==> config.mk <==
export PLATFORM = sky130hd
export DESIGN_NAME = boot_load_sequencer
export DESIGN_NICKNAME = d
export VERILOG_FILES = /design/src/rtl/boot_load_sequencer.sv
export SDC_FILE = /design/constraint.sdc
export NUM_CORES = 1
export LEC_CHECK = 0
export CORE_AREA = 2 2 49 51
export CTS_CLUSTER_SIZE = 12
export DETAILED_ROUTE_END_ITERATION = 8
export DIE_AREA = 0 0 51 53
export PLACE_DENSITY = 0.8
export REMOVE_ABC_BUFFERS = 1
export SYNTH_ARGS = -nofsm -noshare
export SYNTH_HDL_FRONTEND = slang
export SYNTH_SLANG_ARGS = --single-unit
==> constraint.sdc <==
create_clock -name clk -period 2.85 [get_ports clk]
set_input_delay 0.57 -clock clk [delete_from_list [all_inputs] [get_ports clk]]
set_output_delay 0.57 -clock clk [all_outputs]
set_load 0.03 [all_outputs]
==> src/rtl/boot_load_sequencer.sv <==
// ---------------------------------------------------------------------------
// boot_load_sequencer
//
// Purpose:
//   Loads the program/data memory through its boot-load port. A byte stream
//   from the HPS bridge arrives over a valid/ready handshake. Each byte is
//   written to the next memory word, starting at address 0 and ending at
//   LOAD_WORDS-1. The sequencer then releases the CPU. It is the only driver
//   of the memory's BootLoad, BootLoadAddress and WriteToMemory inputs.
//
// Optional feature (macro BOOT_CHECKSUM_EN):
//   One extra byte follows the data. That byte is an 8-bit modulo-256
//   checksum of the data bytes. A mismatch parks the sequencer in ERROR with
//   boot_error set. With the macro undefined, exactly LOAD_WORDS bytes are
//   accepted and boot_error is tied to 0.
//
// Ports:
//   clk            system clock; all state changes on posedge
//   reset          asynchronous, active-high
//   start          one-cycle request to (re)load memory
//                  (taken only in IDLE/RUN/ERROR)
//   hps_data       byte from the HPS
//   hps_valid      hps_data is valid
//   hps_ready      sequencer accepts hps_data this cycle (high only in LOAD)
//   mem_boot_load  memory BootLoad
//   mem_boot_addr  memory BootLoadAddress
//   mem_write_data memory WriteToMemory
//   cpu_run        CPU may execute
//   busy           high in LOAD/DRAIN/CHECK
//   boot_error     checksum mismatch (checksum build only)
//   words_loaded   data words accepted in the current or last load
//
// Handshake:
//   A byte transfers on a posedge where hps_valid && hps_ready. When no
//   transfer happens, hps_data may change freely.
//
// All outputs come straight from registers. Each register is loaded with the
// value that matches the state being entered.
// ---------------------------------------------------------------------------
module boot_load_sequencer #(
    parameter int LOAD_WORDS = 8,
    parameter int ADDR_W     = 4,
    parameter int DATA_W     = 8
) (
    input  logic              clk,
    input  logic              reset,
    input  logic              start,
    input  logic [DATA_W-1:0] hps_data,
    input  logic              hps_valid,
    output logic              hps_ready,
    output logic              mem_boot_load,
    output logic [ADDR_W-1:0] mem_boot_addr,
    output logic [DATA_W-1:0] mem_write_data,
    output logic              cpu_run,
    output logic              busy,
    output logic              boot_error,
    output logic [4:0]        words_loaded
);

    typedef enum logic [2:0] {
        S_IDLE  = 3'd0,
        S_LOAD  = 3'd1,
        S_DRAIN = 3'd2,
        S_CHECK = 3'd3,
        S_RUN   = 3'd4,
        S_ERROR = 3'd5
    } state_t;

    localparam logic [4:0] LAST_WORD = 5'(LOAD_WORDS - 1);
    localparam logic [4:0] ALL_WORDS = 5'(LOAD_WORDS);

    state_t state_q, state_d;

    logic              ready_q, ready_d;
    logic              boot_load_q, boot_load_d;
    logic [ADDR_W-1:0] addr_q, addr_d;
    logic [DATA_W-1:0] data_q, data_d;
    logic              run_q, run_d;
    logic              busy_q, busy_d;
    logic [4:0]        cnt_q, cnt_d;
    logic              error_d;

    // ready_q is high exactly when state_q is LOAD.
    logic xfer;
    // The count stops at LOAD_WORDS, so the address never wraps.
    logic data_phase;
    assign xfer       = ready_q && hps_valid;
    assign data_phase = (cnt_q < ALL_WORDS);

`ifdef BOOT_CHECKSUM_EN
    logic [DATA_W-1:0] sum_q, sum_d;
    logic              sum_ok_q, sum_ok_d;
    logic              error_q;
`endif

    // ---------------------------------------------------------------------
    // State and output registers
    // ---------------------------------------------------------------------
    always_ff @(posedge clk or posedge reset) begin
        if (reset) begin
            state_q     <= S_IDLE;
            ready_q     <= 1'b0;
            boot_load_q <= 1'b0;
            addr_q      <= '0;
            data_q      <= '0;
            run_q       <= 1'b0;
            busy_q      <= 1'b0;
            cnt_q       <= '0;
`ifdef BOOT_CHECKSUM_EN
            sum_q       <= '0;
            sum_ok_q    <= 1'b0;
            error_q     <= 1'b0;
`endif
        end else begin
            state_q     <= state_d;
            ready_q     <= ready_d;
            boot_load_q <= boot_load_d;
            addr_q      <= addr_d;
            data_q      <= data_d;
            run_q       <= run_d;
            busy_q      <= busy_d;
            cnt_q       <= cnt_d;
`ifdef BOOT_CHECKSUM_EN
            sum_q       <= sum_d;
            sum_ok_q    <= sum_ok_d;
            error_q     <= error_d;
`endif
        end
    end

    // ---------------------------------------------------------------------
    // Next-state logic
    // ---------------------------------------------------------------------
    always_comb begin
        state_d = state_q;
        case (state_q)
            S_IDLE: if (start) state_d = S_LOAD;
`ifdef BOOT_CHECKSUM_EN
            // The checksum byte arrives after the last data word.
            S_LOAD: if (xfer && !data_phase) state_d = S_DRAIN;
            S_DRAIN: state_d = S_CHECK;
            S_CHECK: state_d = sum_ok_q ? S_RUN : S_ERROR;
            S_ERROR: if (start) state_d = S_LOAD;
`else
            S_LOAD: if (xfer && cnt_q == LAST_WORD) state_d = S_DRAIN;
            S_DRAIN: state_d = S_RUN;
`endif
            S_RUN: if (start) state_d = S_LOAD;
            default: state_d = S_IDLE;
        endcase
    end

    // ---------------------------------------------------------------------
    // Output logic: next values for the output registers
    // ---------------------------------------------------------------------
    always_comb begin
        ready_d     = (state_d == S_LOAD);
        boot_load_d = (state_d == S_LOAD) || (state_d == S_DRAIN) ||
                      (state_d == S_CHECK);
        busy_d      = boot_load_d;
        run_d       = (state_d == S_RUN);
`ifdef BOOT_CHECKSUM_EN
        error_d     = (state_d == S_ERROR);
`else
        error_d     = 1'b0;
`endif
        addr_d      = addr_q;
        data_d      = data_q;
        cnt_d       = cnt_q;
`ifdef BOOT_CHECKSUM_EN
        sum_d       = sum_q;
        sum_ok_d    = sum_ok_q;
`endif
        if (state_q != S_LOAD && state_d == S_LOAD) begin
            // Fresh load: restart at word 0.
            // data_q keeps its value; the first transfer overwrites word 0.
            addr_d = '0;
            cnt_d  = '0;
`ifdef BOOT_CHECKSUM_EN
            sum_d  = '0;
`endif
        end else if (xfer && data_phase) begin
            addr_d = ADDR_W'(cnt_q);
            data_d = hps_data;
            cnt_d  = cnt_q + 5'd1;
`ifdef BOOT_CHECKSUM_EN
            sum_d  = sum_q + hps_data;
`endif
        end
`ifdef BOOT_CHECKSUM_EN
        else if (xfer) begin
            // The checksum byte: address and data keep the last word.
            sum_ok_d = (sum_q == hps_data);
        end
`endif
    end

    assign hps_ready      = ready_q;
    assign mem_boot_load  = boot_load_q;
    assign mem_boot_addr  = addr_q;
    assign mem_write_data = data_q;
    assign cpu_run        = run_q;
    assign busy           = busy_q;
    assign words_loaded   = cnt_q;
`ifdef BOOT_CHECKSUM_EN
    assign boot_error     = error_q;
`else
    assign boot_error     = error_d;
`endif

endmodule

==> run_results.csv <==
group,metric,value,unit
outcome,outcome,"finished, final reports clean",
die,fp.coreArea,2150,sq um
die,rows,17,
cts,cts_tree,"built",
drt,wl,1.75,mm
cts,cts_buffer_depth,2,
worst_setup_path,critPathMaxFanout,5,
drt,drt_iter0_markers,3,
worst_hold_path,worstHoldEndpoint,"cpu_run",
drt,drc_errors,0,
die,die_area,2700,sq um
grt,grt_pass1_wl,2.67,mm
worst_setup_path,start_kind,"register",
logic_synthesis,synthArstFlopShare,1.00,
place,gp_congestion,0.719,
pwr,p_leak,0.614,nW
worst_setup_path,timing.rr.start,"words_loaded[3]",
worst_hold_path,hp-start,"state_q[0]",
logic_synthesis,synthAdderAreaFrac,0.0128,
worst_setup_path,critPathKind,"reg -> out",
logic_synthesis,synth_xor_area_frac,0.00895,
finish,fill_cells,168,
timing,tightest_slew,0.829,ns
worst_setup_path,arrival,1.48,ns
cts,htree_num_levels,1,
worst_hold_path,hold_path_depth,1,
drt,ant_nets,0,
finish,n_antenna_cell,0,
worst_setup_path,rrSetupSlack,1.20,ns
timing,max-slew-margin-rel,0.447,
logic_synthesis,syn_inst,70,
logic_synthesis,synth_top_area_cell,"dfrtp_1",
timing,timing.fmax,488,MHz
worst_setup_path,cpMaxStageDelayCell,"clkdlybuf4s50_1",
die,die_w,51,microns
grt,grt_pass1_vias,585,
worst_setup_path,cp-end-kind,"primary output",
logic_synthesis,synth_edf_count,0,
grt,antenna_found_initial,0,
timing,min_period,2.05,ns
pwr,ir_drop,616,uV
cts,hold_buffers,0,
timing,hold_ws,0.510,ns
worst_setup_path,r2r-end,"mem_write_data[5]",
timing,fin_crit_sh,0.719,
finish,drive_above_1_share,0.155,
worst_setup_path,path_cells,"clkdlybuf4s50_1",
drt,wire_per_inst,13.4,microns
pwr,p_per_area,1110,nW/um^2
logic_synthesis,synthSimpleGateAreaFrac,0.141,
worst_setup_path,critical-path-top-delay-family,"buffers and inverters",
logic_synthesis,ys_top_cells_by_area,"dfrtp_1, mux2_4, mux2i_1, nor2_1, buf_6",
worst_setup_path,cp_num_buf_inv,1,
logic_synthesis,ys_seq_elements,23,
cts,postCtsSetupBuffers,0,
grt,grt-ovfl-total,0,
worst_setup_path,r2r_cells,3,
timing,final_max_slew_viol_count,0,
timing,rsz0062_at_grt,"false",
timing,fin_ws,0.802,ns
logic_synthesis,syn_area_per_cell,14.0,sq um
timing,skew,0.00371,ns
worst_setup_path,cp.required,2.28,ns
logic_synthesis,ys_types,22,
finish,final_nets,117,
die,die_h,53,microns
worst_setup_path,cp_slowest_stage_delay,0.71,ns
drt,routed-via-count,650,
logic_synthesis,seq_area_frac_synth,0.588,
pwr,power,1.48,mW
finish,syn2layout_area_growth,36.1,%
grt,track_usage,0.141,
timing,hold_violations,0,
drt,routed_via_density,4.96,
logic_synthesis,syn-cell-area,978,sq um
place,port_buffers,32,
logic_synthesis,synth.top_cell.area_share,0.588,
die,ios,34,
cts,clock-root-buffer,"clkbuf_4",
flow_run,cap_viol_max_count,0,
cts,path_clk_slew,0.12,ns
logic_synthesis,synth_top_family_by_area,"multiplexers",
timing,setup_violations,0,
logic_synthesis,synthFlopType,"dfrtp_1",
timing,fin_tns_setup,0,ns
logic_synthesis,synth_commonest_cells,"dfrtp_1, nor2_1, mux2_4",
worst_hold_path,hp-class,"reg -> reg",
grt,grt_max_degree,24,
cts,cts.repair.resized,0,
logic_synthesis,synth-warning-count,0,
logic_synthesis,yosysMostFrequentCell,"dfrtp_1",
cts,cts.sinks,23,
cts,clk_latency,0.31,ns
place,pre_cts_ws,0.624,ns
logic_synthesis,synth.mux.area_fraction,0.184,
logic_synthesis,synth_compound_area_frac,0.0192,
cts,cts_made_buffers,3,
die,start_util,0.455,
drt,first_pass_iters,4,
finish,fin_util,0.620,
==> power by group <==
part	total [mW]	internal [mW]	switching [mW]
sequential	0.535	0.445	0.0894
clock	0.148	0.0525	0.0953
combinational	0.801	0.381	0.419
total	1.48	0.879	0.604
==> cells by family (layout without fill, tap and decap cells) <==
| logic type | Yosys count | after routing |
|---|---|---|
| buffers and inverters | 5 | 38 |
| xor gates and xnor gates | 1 | 1 |
| adders and majority gates | 1 | 1 |
| DFF | 23 | 23 |
| and+or+nand+nor | 22 | 22 |
| other | 1 | 1 |
| AOI/OAI and AO/OA | 3 | 3 |
| muxes | 14 | 14 |
==> worst register-to-register path: cells and delay by family (launching register included) <==
kind / cells / cell delay (ns)
AND/OR/NAND/NOR: 2 / 0.81
multiplexers: 1 / 0.33
flip-flops: 1 / 0.42
==> layer usage <==
metal / routed length (microns) / track usage / share of wire / up-vias
li1: - / - / - / 297
met1: 753 / 0.171 / 0.43 / 326
met2: 862 / 0.229 / 0.49 / 23
met3: 75 / 0.0169 / 0.043 / 4
met4: 59 / 0.108 / 0.034 / 0
met5: 0 / 0 / 0 / -
==> sequential cells by signal, indices dropped and copies added, names as in the netlist <==
register / flops
mem_boot_addr: 4
words_loaded: 5
cpu_run: 1
busy: 1
hps_ready: 1
mem_write_data: 8
state_q: 3
==> per-stage QoR <==
| step | cells | instance area, sq um |
|---|---|---|
| floorplan | 66 | 941 |
| global placement | 127 | 1300 |
| detailed placement | 127 | 1300 |
| CTS | 131 | 1330 |
| global route | 131 | 1330 |
| finish | 131 | 1330 |
==> worst max-delay path by stage <==
stage                                from                 to  cells past startpoint
after floorplan           words_loaded[4]  mem_write_data[0]                      3
after global placement          hps_valid  mem_write_data[6]                      4
after detailed placement        hps_valid  mem_write_data[3]                      4
after CTS                 words_loaded[0]    words_loaded[0]                      1
after global routing      words_loaded[0]    words_loaded[0]                      1
final                     words_loaded[0]    words_loaded[0]                      1
==> final cells by class <==
| class | count | area, sq um | share of cell area |
|---|---|---|---|
| inverters | 1 | 3.75 | 0.00282 |
| repair buffers | 33 | 328 | 0.246 |
| flip-flops and latches | 23 | 576 | 0.432 |
| clock buffers | 3 | 22.5 | 0.0169 |
| multi-input cells | 42 | 362 | 0.272 |
| clock inverters | 1 | 5.00 | 0.00376 |
| well taps | 28 | 35.0 | 0.0263 |
==> cell usage in the layout (no fill, tap or decap), drive strengths merged <==
cell | Yosys | final
conb | 1 | 1
buf | 4 | 1
clkinv | 0 | 1
nand2 | 4 | 4
o21ai | 2 | 2
a41oi | 1 | 1
dfrtp | 23 | 23
mux2 | 8 | 8
clkbuf | 0 | 3
clkdlybuf4s50 | 0 | 32
or2b | 1 | 1
and3 | 1 | 1
or3b | 2 | 2
nor2 | 9 | 9
and4bb | 1 | 1
and2 | 1 | 1
ha | 1 | 1
xnor2 | 1 | 1
nor2b | 1 | 1
nor3b | 2 | 2
mux2i | 6 | 6
inv | 1 | 1
No activity file was read; power rests on OpenSTA's default activity.
